File: config.mk
export PLATFORM = sky130hd
export DESIGN_NAME = uart_rx_flat
export DESIGN_NICKNAME = d
export VERILOG_FILES = /design/src/rtl/uart_rx_pkg.sv /design/src/rtl/uart_rx_if.sv /design/src/rtl/uart_rx_sync.sv /design/src/rtl/uart_rx.sv /design/src/flat_wrapper.sv
export SDC_FILE = /design/constraint.sdc
export NUM_CORES = 1
export LEC_CHECK = 0
export ABC_AREA = 1
export ABC_CLOCK_PERIOD_IN_PS = 2810
export CAP_MARGIN = 10
export CORE_ASPECT_RATIO = 0.9
export CORE_MARGIN = 10
export CORE_UTILIZATION = 50
export CTS_CLUSTER_DIAMETER = 40
export CTS_CLUSTER_SIZE = 8
export DETAILED_ROUTE_END_ITERATION = 16
export PLACE_DENSITY = 0.72
export SLEW_MARGIN = 20
export SYNTH_ARGS = -nofsm -noshare
export SYNTH_HDL_FRONTEND = slang
export SYNTH_SLANG_ARGS = --single-unit
File: constraint.sdc
create_clock -name clk_bus -period 2.81 [get_ports clk_bus]
set_input_delay 0.562 -clock clk_bus [delete_from_list [all_inputs] [get_ports clk_bus]]
set_output_delay 0.562 -clock clk_bus [all_outputs]
set_load 0.005 [all_outputs]
File: src/rtl/uart_rx_pkg.sv
// Shared definitions for the UART receive stage: FSM states, default bit divisors
// and the clock-enable derivation.
package uart_rx_pkg;

   typedef enum logic [2:0] {
      RX_IDLE,
      RX_START,
      RX_DATA,
      RX_STOP,
      RX_BREAK
   } rxState_t;

   localparam int BAUD_DIV0_DEFAULT = 61;
   localparam int BAUD_DIV1_DEFAULT = 56;

   function automatic logic ceFromPhases(input logic div2, input logic div4);
      return div2 & div4;
   endfunction

endpackage

File: src/rtl/uart_rx_if.sv
// Register-side byte/status path between the receiver and the UARTDATA/UARTSTAT reads.
interface uart_rx_if;
   logic       data_read;
   logic [7:0] rxdata;
   logic       rxrecv;
   logic       ferr;
   logic       ovr;

   modport master (output data_read, input rxdata, rxrecv, ferr, ovr);
   modport slave  (input data_read, output rxdata, rxrecv, ferr, ovr);
endinterface

File: src/rtl/uart_rx_sync.sv
// Two-flop synchroniser for the asynchronous serial line; resets to the idle-high level.
module uart_rx_sync (
   input  logic clk_bus,
   input  logic reset,
   input  logic d_i,
   output logic q_o
);

   logic [1:0] sync_q;

   always_ff @(posedge clk_bus) begin
      if (reset) begin
         sync_q <= 2'b11;
      end else begin
         sync_q <= {sync_q[0], d_i};
      end
   end

   assign q_o = sync_q[1];

endmodule

File: src/rtl/uart_rx.sv
// 8N1 serial receiver: holds each byte until the CPU read completes, drives rts
// and keeps sticky framing/overrun flags.
module uart_rx
   import uart_rx_pkg::*;
#(
   parameter int BAUD_DIV0 = BAUD_DIV0_DEFAULT,
   parameter int BAUD_DIV1 = BAUD_DIV1_DEFAULT
) (
   input  logic      clk_bus,
   input  logic      reset,
   input  logic      clk_div2,
   input  logic      clk_div4,
   input  logic      ds80,
   input  logic      rx,
   output logic      rts,
   uart_rx_if.slave  bus
);

   localparam logic [7:0] DIV0 = 8'(BAUD_DIV0);
   localparam logic [7:0] DIV1 = 8'(BAUD_DIV1);

   rxState_t   state_q;
   logic [7:0] cnt_q;
   logic [7:0] div_q;
   logic [2:0] bitIdx_q;
   logic [7:0] shift_q;
   logic       rxPrev_q;
   logic       dataRead_q;
   logic [7:0] rxdata_q;
   logic       rxrecv_q;
   logic       ferr_q;
   logic       ovr_q;

   logic       rxSync;
   logic       ce;
   logic       readFall;
   logic       expired;
   logic [7:0] divSel;

   uart_rx_sync rxSyncInst (
      .clk_bus (clk_bus),
      .reset   (reset),
      .d_i     (rx),
      .q_o     (rxSync)
   );

   assign ce       = ceFromPhases(clk_div2, clk_div4);
   assign readFall = dataRead_q & ~bus.data_read;
   assign expired  = (cnt_q == 8'd1);
   assign divSel   = ds80 ? DIV1 : DIV0;

   // Later assignments win: a stop-bit event overrides the read-clear on the same ce,
   // and the read-clear frees the holding register for a byte landing on that ce.
   always_ff @(posedge clk_bus) begin
      if (reset) begin
         state_q    <= RX_IDLE;
         cnt_q      <= 8'd0;
         div_q      <= DIV0;
         bitIdx_q   <= 3'd0;
         shift_q    <= 8'h00;
         rxPrev_q   <= 1'b1;
         dataRead_q <= 1'b0;
         rxdata_q   <= 8'h00;
         rxrecv_q   <= 1'b0;
         ferr_q     <= 1'b0;
         ovr_q      <= 1'b0;
      end else if (ce) begin
         rxPrev_q   <= rxSync;
         dataRead_q <= bus.data_read;
         if (readFall) begin
            rxrecv_q <= 1'b0;
            ovr_q    <= 1'b0;
            ferr_q   <= 1'b0;
         end
         case (state_q)
            RX_IDLE: begin
               if (rxPrev_q && !rxSync) begin
                  state_q <= RX_START;
                  div_q   <= divSel;
                  cnt_q   <= {1'b0, divSel[7:1]};
               end
            end
            RX_START: begin
               if (expired) begin
                  if (!rxSync) begin
                     state_q  <= RX_DATA;
                     cnt_q    <= div_q;
                     bitIdx_q <= 3'd0;
                  end else begin
                     state_q <= RX_IDLE;
                  end
               end else begin
                  cnt_q <= cnt_q - 8'd1;
               end
            end
            RX_DATA: begin
               if (expired) begin
                  shift_q  <= {rxSync, shift_q[7:1]};
                  cnt_q    <= div_q;
                  bitIdx_q <= bitIdx_q + 3'd1;
                  if (bitIdx_q == 3'd7) begin
                     state_q <= RX_STOP;
                  end
               end else begin
                  cnt_q <= cnt_q - 8'd1;
               end
            end
            RX_STOP: begin
               if (expired) begin
                  if (rxSync) begin
                     if (!rxrecv_q || readFall) begin
                        rxdata_q <= shift_q;
                        rxrecv_q <= 1'b1;
                     end else begin
                        ovr_q <= 1'b1;
                     end
                     state_q <= RX_IDLE;
                  end else begin
                     ferr_q  <= 1'b1;
                     state_q <= RX_BREAK;
                  end
               end else begin
                  cnt_q <= cnt_q - 8'd1;
               end
            end
            RX_BREAK: begin
               if (rxSync) begin
                  state_q <= RX_IDLE;
               end
            end
            default: state_q <= RX_IDLE;
         endcase
      end
   end

   assign rts        = rxrecv_q;
   assign bus.rxdata = rxdata_q;
   assign bus.rxrecv = rxrecv_q;
   assign bus.ferr   = ferr_q;
   assign bus.ovr    = ovr_q;

endmodule
File: src/flat_wrapper.sv
// flat-port wrapper written by rule: the top's interface ports become plain ports
module uart_rx_flat import uart_rx_pkg::*;
#(
   parameter int BAUD_DIV0 = BAUD_DIV0_DEFAULT,
   parameter int BAUD_DIV1 = BAUD_DIV1_DEFAULT
)
  (clk_bus, reset, clk_div2, clk_div4, ds80, rx, rts, bus_data_read, bus_rxdata, bus_rxrecv, bus_ferr, bus_ovr);
  uart_rx_if bus_i ();
  input  logic clk_bus;
  input  logic reset;
  input  logic clk_div2;
  input  logic clk_div4;
  input  logic ds80;
  input  logic rx;
  output logic rts;
  input wire logic [$bits(bus_i.data_read)-1:0] bus_data_read;
  output wire logic [$bits(bus_i.rxdata)-1:0] bus_rxdata;
  output wire logic [$bits(bus_i.rxrecv)-1:0] bus_rxrecv;
  output wire logic [$bits(bus_i.ferr)-1:0] bus_ferr;
  output wire logic [$bits(bus_i.ovr)-1:0] bus_ovr;
  assign bus_i.data_read = bus_data_read;
  assign bus_rxdata = bus_i.rxdata;
  assign bus_rxrecv = bus_i.rxrecv;
  assign bus_ferr = bus_i.ferr;
  assign bus_ovr = bus_i.ovr;
  uart_rx #(.BAUD_DIV0(BAUD_DIV0), .BAUD_DIV1(BAUD_DIV1)) u_core (.clk_bus(clk_bus), .reset(reset), .clk_div2(clk_div2), .clk_div4(clk_div4), .ds80(ds80), .rx(rx), .rts(rts), .bus(bus_i));
endmodule
# Word-level counts from Yosys, hierarchy flattened
# Index checks and enable logic that the tools add are counted.
[op_classes]
addsub = 2
n_mul = 0
n_div = 0
n_lt_le_gt_ge = 0
eq_ne = 15
n_shift = 0
muxes = 34
bitwise = 3
reduce_logical = 13
[op_table]
columns = ["operator", "count"]
rows = [
  ["$mux 8", 5],
  ["$mux 3", 11],
  ["$pmux 8 s4", 1],
  ["$pmux 3 s5", 1],
  ["$reduce_and 5->1", 3],
  ["$mux 1", 14],
  ["$ne 2x1->1 const B", 5],
  ["$eq 8x1->1 const B", 1],
  ["$sub 8x1->8 const B", 1],
  ["$reduce_and 7->1", 1],
  ["$eq 3x2->1 const B", 2],
  ["$eq 3x3->1 const B", 2],
  ["$ne 2x2->1 const B", 3],
  ["$pmux 3 s2", 1],
  ["$reduce_and 3->1", 2],
  ["$reduce_bool 4->1", 1],
  ["$add 3x1->3 const B", 1],
  ["$eq 3x1->1 const B", 1],
  ["$logic_not 3->1", 1],
  ["$ne 3x3->1 const B", 1],
  ["$and 1x1->1", 2],
  ["$logic_not 1->1", 2],
  ["$mux 2", 1],
  ["$reduce_bool 2->1", 1],
  ["3 further kinds", 3],
]
[totals]
regBits = 45
latch_bits = 0
mem_bits_rw = 0
romBits = 0
inputBits = 7
n_memories = 0

# Depth between registers and ports, before layout
# Gate-level depths: netlist (run 1).
[depth]
word_depth = 7
ltp_mapped = 10
ltp_nobuf = 10

# Hierarchy
# A second synthesis (run 1) with hierarchy kept.
[unflattened]
cells_unflattened = 249
hier_area_um2 = 1813.0
[modules_own_cells]
columns = ["module", "instances", "cells_each", "area_per_inst_um2", "seq_area_each_um2"]
rows = [
  ["uart_rx", 1, 242, 1754.2, 720.7],
  ["uart_rx_sync", 1, 7, 58.8, 40.0],
]

# Worst setup path after synthesis (run 1)
# OpenSTA, ideal clock, no wires.
[synth_timing]
path_kind = "input port to flip-flop"
from = "input clk_div2"
to = "register u_core.shift_q[1]"
setup_time_ps = 113
arrival_time_ps = 1446
path_slack_ps = 1251
cell_stages = 7
path_buffers = 1
cell_sequence = "nand2_1 clkinv_1 nand3_4 inv_2 buf_6 o21ai_1 nor2_1"
[synth_via]
elab_chain_len = 2
[synth_rtl]
columns = ["item", "line", "text"]
rows = [
  ["start, declared", "flat_wrapper.sv:11", "input logic clk_div2;"],
  ["$and 1x1->1", "uart_rx_pkg.sv:17", "return div2 & div4;"],
  ["$reduce_and 3->1 (no source line)", "-", ""],
  ["end signal, assigned", "uart_rx.sv:98", "shift_q <= {rxSync, shift_q[7:1]};"],
  ["end, declared", "uart_rx.sv:26", "logic [7:0] shift_q;"],
]
# Every way passes these cells.
# A chain may end at the register's enable or synchronous reset.

# Final worst setup path (run 1)
[layout_timing]
from = "input clk_div4"
to = "register u_core.shift_q[7]"
[layout_via]
elab_chain_len = 2
[layout_rtl]
columns = ["item", "line", "text"]
rows = [
  ["start, declared", "flat_wrapper.sv:12", "input logic clk_div4;"],
  ["$and 1x1->1", "uart_rx_pkg.sv:17", ""],
  ["$reduce_and 3->1 (no source line)", "-", ""],
]
# Every way passes these cells.

==> impl_metrics.yaml, run 1 <==
run_status:
  status: "finished clean"
route:
  first_iter_violations: 120
  final_antenna_net_count: 0
  via_count: 1617
  drt-total-wl_um: 3903
  firstDrtPassIters: 4
  drc: 0
  routed_via_density: 5.069
  wl_per_cell_um: 12.24
sta:
  fin_crit_sh: 0.6556
  hold_slack_ps: 409.1
  post-route-min-period_ps: 1842
  skew_ps: 4.224
  setup_viol: 0
  rsz0062_at_grt: "no"
  slew_headroom: 0.5959
  report.final.slew_viol_count: 0
  max_freq_mhz: 542.8
  max_slew.worst_pin.slew_ps: 605.6
  fin_setup_tns_ps: 0
  final_hold_viol_count: 0
placement:
  gp_congestion: 0.8286
  port_buffers: 18
  dpl.hpwl_um: 2924
clock_network:
  post_cts_resized: 0
  tritoncts: "done"
  htreeDepth: 2
  cts_setup_buffers: 0
  numCtsBuffers: 5
  clockBufferDepth: 2
  hold_buffers: 0
  cts.sinks: 38
  cts_root_buf: "clkbuf_8"
  clk_pin_slew_ps: 70
  worstSkewPairLatency_ps: 280
synthesis:
  synth.area.top_cells: "dfxtp_1 (41%), nor2_1 (10%), nand2_1 (7.7%)"
  synth_common_cells: "nor2_1 (50), dfxtp_1 (38), nand2_1 (38)"
  dominantRegCellSynth: "dfxtp_1"
  ys_ff_latch: 38
  synth_top_area_frac: 0.4083
  synth_top_area_cell: "dfxtp_1"
  synth.most_common_cell: "nor2_1"
  synth.avg_cell_area_um2: 7.335
  synthCells: 254
  async_reset_ff_frac: 0
  synth_edf_count: 0
  ys_types: 29
  synth_nets: 265
  synth_warnings: 0
  synth-seq-area-share: 0.4083
  synth_area_um2: 1863
die:
  core_um2: 3478
  die-width_um: 84.35
  ios: 19
  start_util: 0.5356
  die_area_um2: 6571
  row_count: 20
  chipHeight_um: 77.91
critical_path:
  worstSetupEndpointType: "register"
  path_class: "primary input to register"
  critPathLaunchType: "primary input"
  path_max_fanout: 11
  ff2ff_setup_slack_ps: 1150
  r2r-start: "u_core.cnt_q[1]"
  critPathRequiredTime_ps: 2980
  critPathArrivalTime_ps: 2010
  startpoint: "clk_div4"
pwr:
  power.switching_w: 0.0002479
  power.density_nw_per_um2: 462.9
  pwr-share-comb: 0.091
  power_frac_clock: 0.354
  p_leak_nw: 0.9357
  seqPwrFrac: 0.555
  peakVddDrop_uv: 317.6
  netSwitchingFraction: 0.2485
  intPower_w: 0.0007500
finish:
  diodes: 0
  areaGrowthSynthToFinish_pct: 15.72
  nets: 286
  fillers: 342
  final_layout_size_suffix_gt1_frac: 0.1273
min_path:
  holdCritStartpoint: "u_core.rxSyncInst.sync_q[0]"
  min_path_type: "register to register"
global_routing:
  grt_max_degree: 24
  antenna_found_initial: 0
  grt_pass1_wl_um: 6900
  grt_pass1_vias: 1518
  grt_overflow: 0
  grtUsageTotal: 0.1237
job:
  cap_violations: 0
sequential cells by signal, summed over array words and instances, names as in the netlist, 2 cells and up:
signal / flops
u_core.bitIdx_q: 3
u_core.state_q: 3
u_core.rxSyncInst.sync_q: 2
u_core.bus.rxdata: 8
u_core.cnt_q: 8
u_core.shift_q: 8
final timing paths:
kind / end / depth (start not counted)
hold / removal: u_core.rxSyncInst.sync_q[1] / 1
setup / recovery: u_core.shift_q[7] / 7
hold reg to reg: u_core.rxSyncInst.sync_q[1] / 1
setup reg to reg: u_core.bus.rxdata[4] / 9
cell families (layout without fill, tap and decap cells):
logic type / Yosys count / after routing / share of synthesized area
simple gates: 128 / 128 / 0.3398
buf+inv: 30 / 51 / 0.06783
fa+ha+maj: 4 / 4 / 0.02686
flops: 38 / 38 / 0.4083
compound gates: 51 / 51 / 0.1431
xor+xnor: 3 / 3 / 0.01411
placed cells by master (no fill, tap or decap), types with 5 or more instances in the layout:
master,count
nand2_1,38
nand3_1,14
nand4_1,5
inv_1,18
dfxtp_1,38
o21ai_0,11
clkdlybuf4s50_1,18
nor2_1,50
inv_2,5
clkbuf_8,5
nand2_2,5
a21oi_1,18
o21ai_1,18
power by group through the flow:
stage	clock (W)	combinational (W)	sequential, W
finish	0.000353	0.0000907	0.000554
global route	0.000388	0.000103	0.000555
CTS	0.000365	0.0000906	0.000554
detailed placement	0	0.0000900	0.000567
global placement	0	0.0000895	0.000567
floorplan	0	0.0000657	0.000565
area by class of cell:
class | instances | area, um2 | share of cell area
Multi-Input combinational cell | 186 | 975.9 | 0.4527
Clock buffer | 6 | 72.57 | 0.03366
Sequential cell | 38 | 760.7 | 0.3529
Clock inverter | 1 | 7.507 | 0.003482
Tap cell | 44 | 55.05 | 0.02554
Timing Repair Buffer | 19 | 187.7 | 0.08706
Inverter | 25 | 96.34 | 0.04469
critical path: stages:
cell and delay [ps]:
clkdlybuf4s50_1 400, nand2_1 160, clkinv_1 300, nand3_4 240, inv_2 130, o21ai_0 160
a21oi_1 50
layer usage:
| metal | track usage | vias up | part of all wire |
|---|---|---|---|
| met5 | 0 | - | 0 |
| met1 | 0.1584 | 716 | 0.49 |
| met3 | 0.04697 | 4 | 0.051 |
| met4 | 0.03125 | 0 | 0.0064 |
| li1 | - | 869 | - |
| met2 | 0.1907 | 28 | 0.45 |
through the flow:
step | cells | power [W] | instance area [um2] | setup slack, ps | utilization
after floorplan | 254 | 0.0006304 | 1863 | 1251 | -
after global placement | 312 | 0.0006562 | 2076 | 703.2 | 0.5968
after detailed placement | 312 | 0.0006566 | 2076 | 685.9 | 0.5968
after CTS | 319 | 0.001010 | 2156 | 1005 | 0.6198
after global routing | 319 | 0.001045 | 2156 | 815.9 | 0.6198
final | 319 | 0.0009979 | 2156 | 967.7 | 0.6198
(Power assumes the default switching activity.)
==> run 2: changes to the inputs <==
--- a/config.mk
+++ b/config.mk
@@ -6,7 +6,7 @@
 export NUM_CORES = 1
 export LEC_CHECK = 0
 export ABC_AREA = 1
-export ABC_CLOCK_PERIOD_IN_PS = 2810
+export ABC_CLOCK_PERIOD_IN_PS = 1900
 export CAP_MARGIN = 10
 export CORE_ASPECT_RATIO = 0.9
 export CORE_MARGIN = 10
==> constraint.sdc (replaced) <==
create_clock -name clk_bus -period 1.9 [get_ports clk_bus]
set_input_delay 0.38 -clock clk_bus [delete_from_list [all_inputs] [get_ports clk_bus]]
set_output_delay 0.38 -clock clk_bus [all_outputs]
set_load 0.005 [all_outputs]
==> run 2 against run 1 <==
  * Global-route usage is 0.23 points lower
  * Combinational power is 47% higher
  * Flip-flop and latch count stayed put
  * Critical path depth is 2 higher
  * First-iteration DRC count is 5.8% lower
  * Worst hold slack better by 0.71 ps
  * Wire length is 1.2% lower
  * Critical path type is now register to register
  * Highest routed layer unchanged
  * Sequential share of layout area is 0.48 points lower
  * Final area is 1.4% higher
  * Total power is 54% higher
  * Final cell count is 0.94% higher
  * Worst setup slack worse by 730 ps
  * Largest power group unchanged
==> impl_metrics.yaml, run 2 (same netlist as run 1, synthesis figures left out) <==
run_status:
  status: "finished clean"
critical_path:
  critPathArrivalTime_ps: 1860
  critPathLaunchType: "register"
  worstSetupEndpointType: "register"
  critPathMaxStageDelay_ps: 340
  path_max_fanout: 9
  cp_cell_sequence: "inv_1, ha_1, nand2_2, nor2_8, nand4_4, nor2_8, inv_4, nor2_1, nor2_1"
  critPathSlowestCell: "dfxtp_1"
  critPathRequiredTime_ps: 2090
  path_class: "register to register"
sta:
  max_slew.worst_pin.slew_ps: 316.6
  fin_setup_tns_ps: 0
  report.final.slew_viol_count: 0
  max_freq_mhz: 599.9
  setup_slack_ps: 233.0
  setup_viol: 0
  rsz0062_at_grt: "no"
  final_hold_viol_count: 0
  slew_headroom: 0.7881
  post-route-min-period_ps: 1667
  skew_ps: 7.293
  fin_crit_sh: 0.8773
pwr:
  total_power_w: 0.001533
  peakVddDrop_uv: 547.3
  power.density_nw_per_um2: 701.5
  p_leak_nw: 0.9546
clock_network:
  worstSkewPairLatency_ps: 290
  htreeDepth: 2
  tritoncts: "done"
  hold_buffers: 0
  cts.sinks: 38
  cts_root_buf: "clkbuf_8"
  clockBufferDepth: 2
  clk_pin_slew_ps: 80
  post_cts_resized: 0
  cts_setup_buffers: 0
  numCtsBuffers: 5
die:
  core_um2: 3478
  start_util: 0.5356
  die_area_um2: 6571
  row_count: 20
  chipHeight_um: 77.91
  ios: 19
  die-width_um: 84.35
finish:
  final_cell_mix: "nor2_1 (50), nand2_1 (38), dfxtp_1 (38)"
  final_common_cell: "nor2_1"
  final_layout_size_suffix_gt1_frac: 0.1403
  areaGrowthSynthToFinish_pct: 17.33
  fin_cells: 322
  nets: 288
  diodes: 0
  utilization: 0.6284
  fillers: 323
route:
  drt-total-wl_um: 3858
  final_antenna_net_count: 0
  drc: 0
  wl_per_cell_um: 11.98
  first_iter_violations: 113
  firstDrtPassIters: 4
  routed_via_density: 5.025
  via_count: 1618
global_routing:
  grt_max_degree: 24
  grt_pass1_vias: 1538
  grt_overflow: 0
  antenna_found_initial: 0
  grt_pass1_wl_um: 6831
  grtUsageTotal: 0.1214
placement:
  dpl.hpwl_um: 2803
  numPlacedInstances: 314
  port_buffers: 18
  pre_cts_ws_ps: 14.02
  gp_congestion: 0.8928
min_path:
  min_path_type: "register to register"
job:
  cap_violations: 0
-- run 2: changes by cell type in the layout (fill, tap and decap cells not counted) --
cell,previous run,this run
buf_4,1,3
clkbuf_1,1,0
clkbuf_8,5,6
clkinv_2,0,1
-- run 2: path summary, 6_finish.rpt --
check / from / endpoint / slack, ps / depth (start not counted)
worst min-delay path: u_core.rxSyncInst.sync_q[0] / u_core.rxSyncInst.sync_q[1] / 410 / 1
worst min register to register: u_core.rxSyncInst.sync_q[0] / u_core.rxSyncInst.sync_q[1] / 410 / 1
worst max register to register: u_core.cnt_q[1] / u_core.bus.rxdata[3] / 230 / 9
worst max-delay path: u_core.cnt_q[1] / u_core.bus.rxdata[3] / 230 / 9
-- run 2: power by group --
group	internal, W	switching, W
clock	0.000291	0.000289
sequential	0.000807	0.0000124
combinational	0.0000514	0.0000820
total	0.00115	0.000383
-- run 2: metrics by stage --
stage | hold WS, ps | cell area [um2]
2_1_floorplan | 389.5 | 1863
3_3_place_gp | 392.8 | 2091
3_5_place_dp | 393.3 | 2091
4_1_cts | 409.8 | 2186
5_1_grt | 431.3 | 2186
6_report | 409.8 | 2186
-- run 2: area by class of cell --
type                       count  area (um2)  share of cell area
clock inverter                 2       12.51            0.005724
tap                           44       55.05             0.02519
clock buffer                   6       82.58             0.03778
multi-input combinational    186       975.9              0.4465
timing repair buffer          21       202.7             0.09273
inverter                      25       96.34             0.04408
sequential                    38       760.7              0.3480
-- run 2: worst max-delay path, delay by kind of cell (launching register included) --
family | cells | cell delay (ps)
AND/OR/NAND/NOR | 6 | 810
adder cells (fa/ha/maj) | 1 | 200
flip-flops | 1 | 340
buffers and inverters | 2 | 210
-- run 2: metal layers --
metal,part of all wire,up-vias,track usage
li1,-,875,-
met1,0.51,717,0.1529
met2,0.44,20,0.1892
met3,0.041,6,0.04593
met4,0.0096,0,0.03289
met5,0,-,0
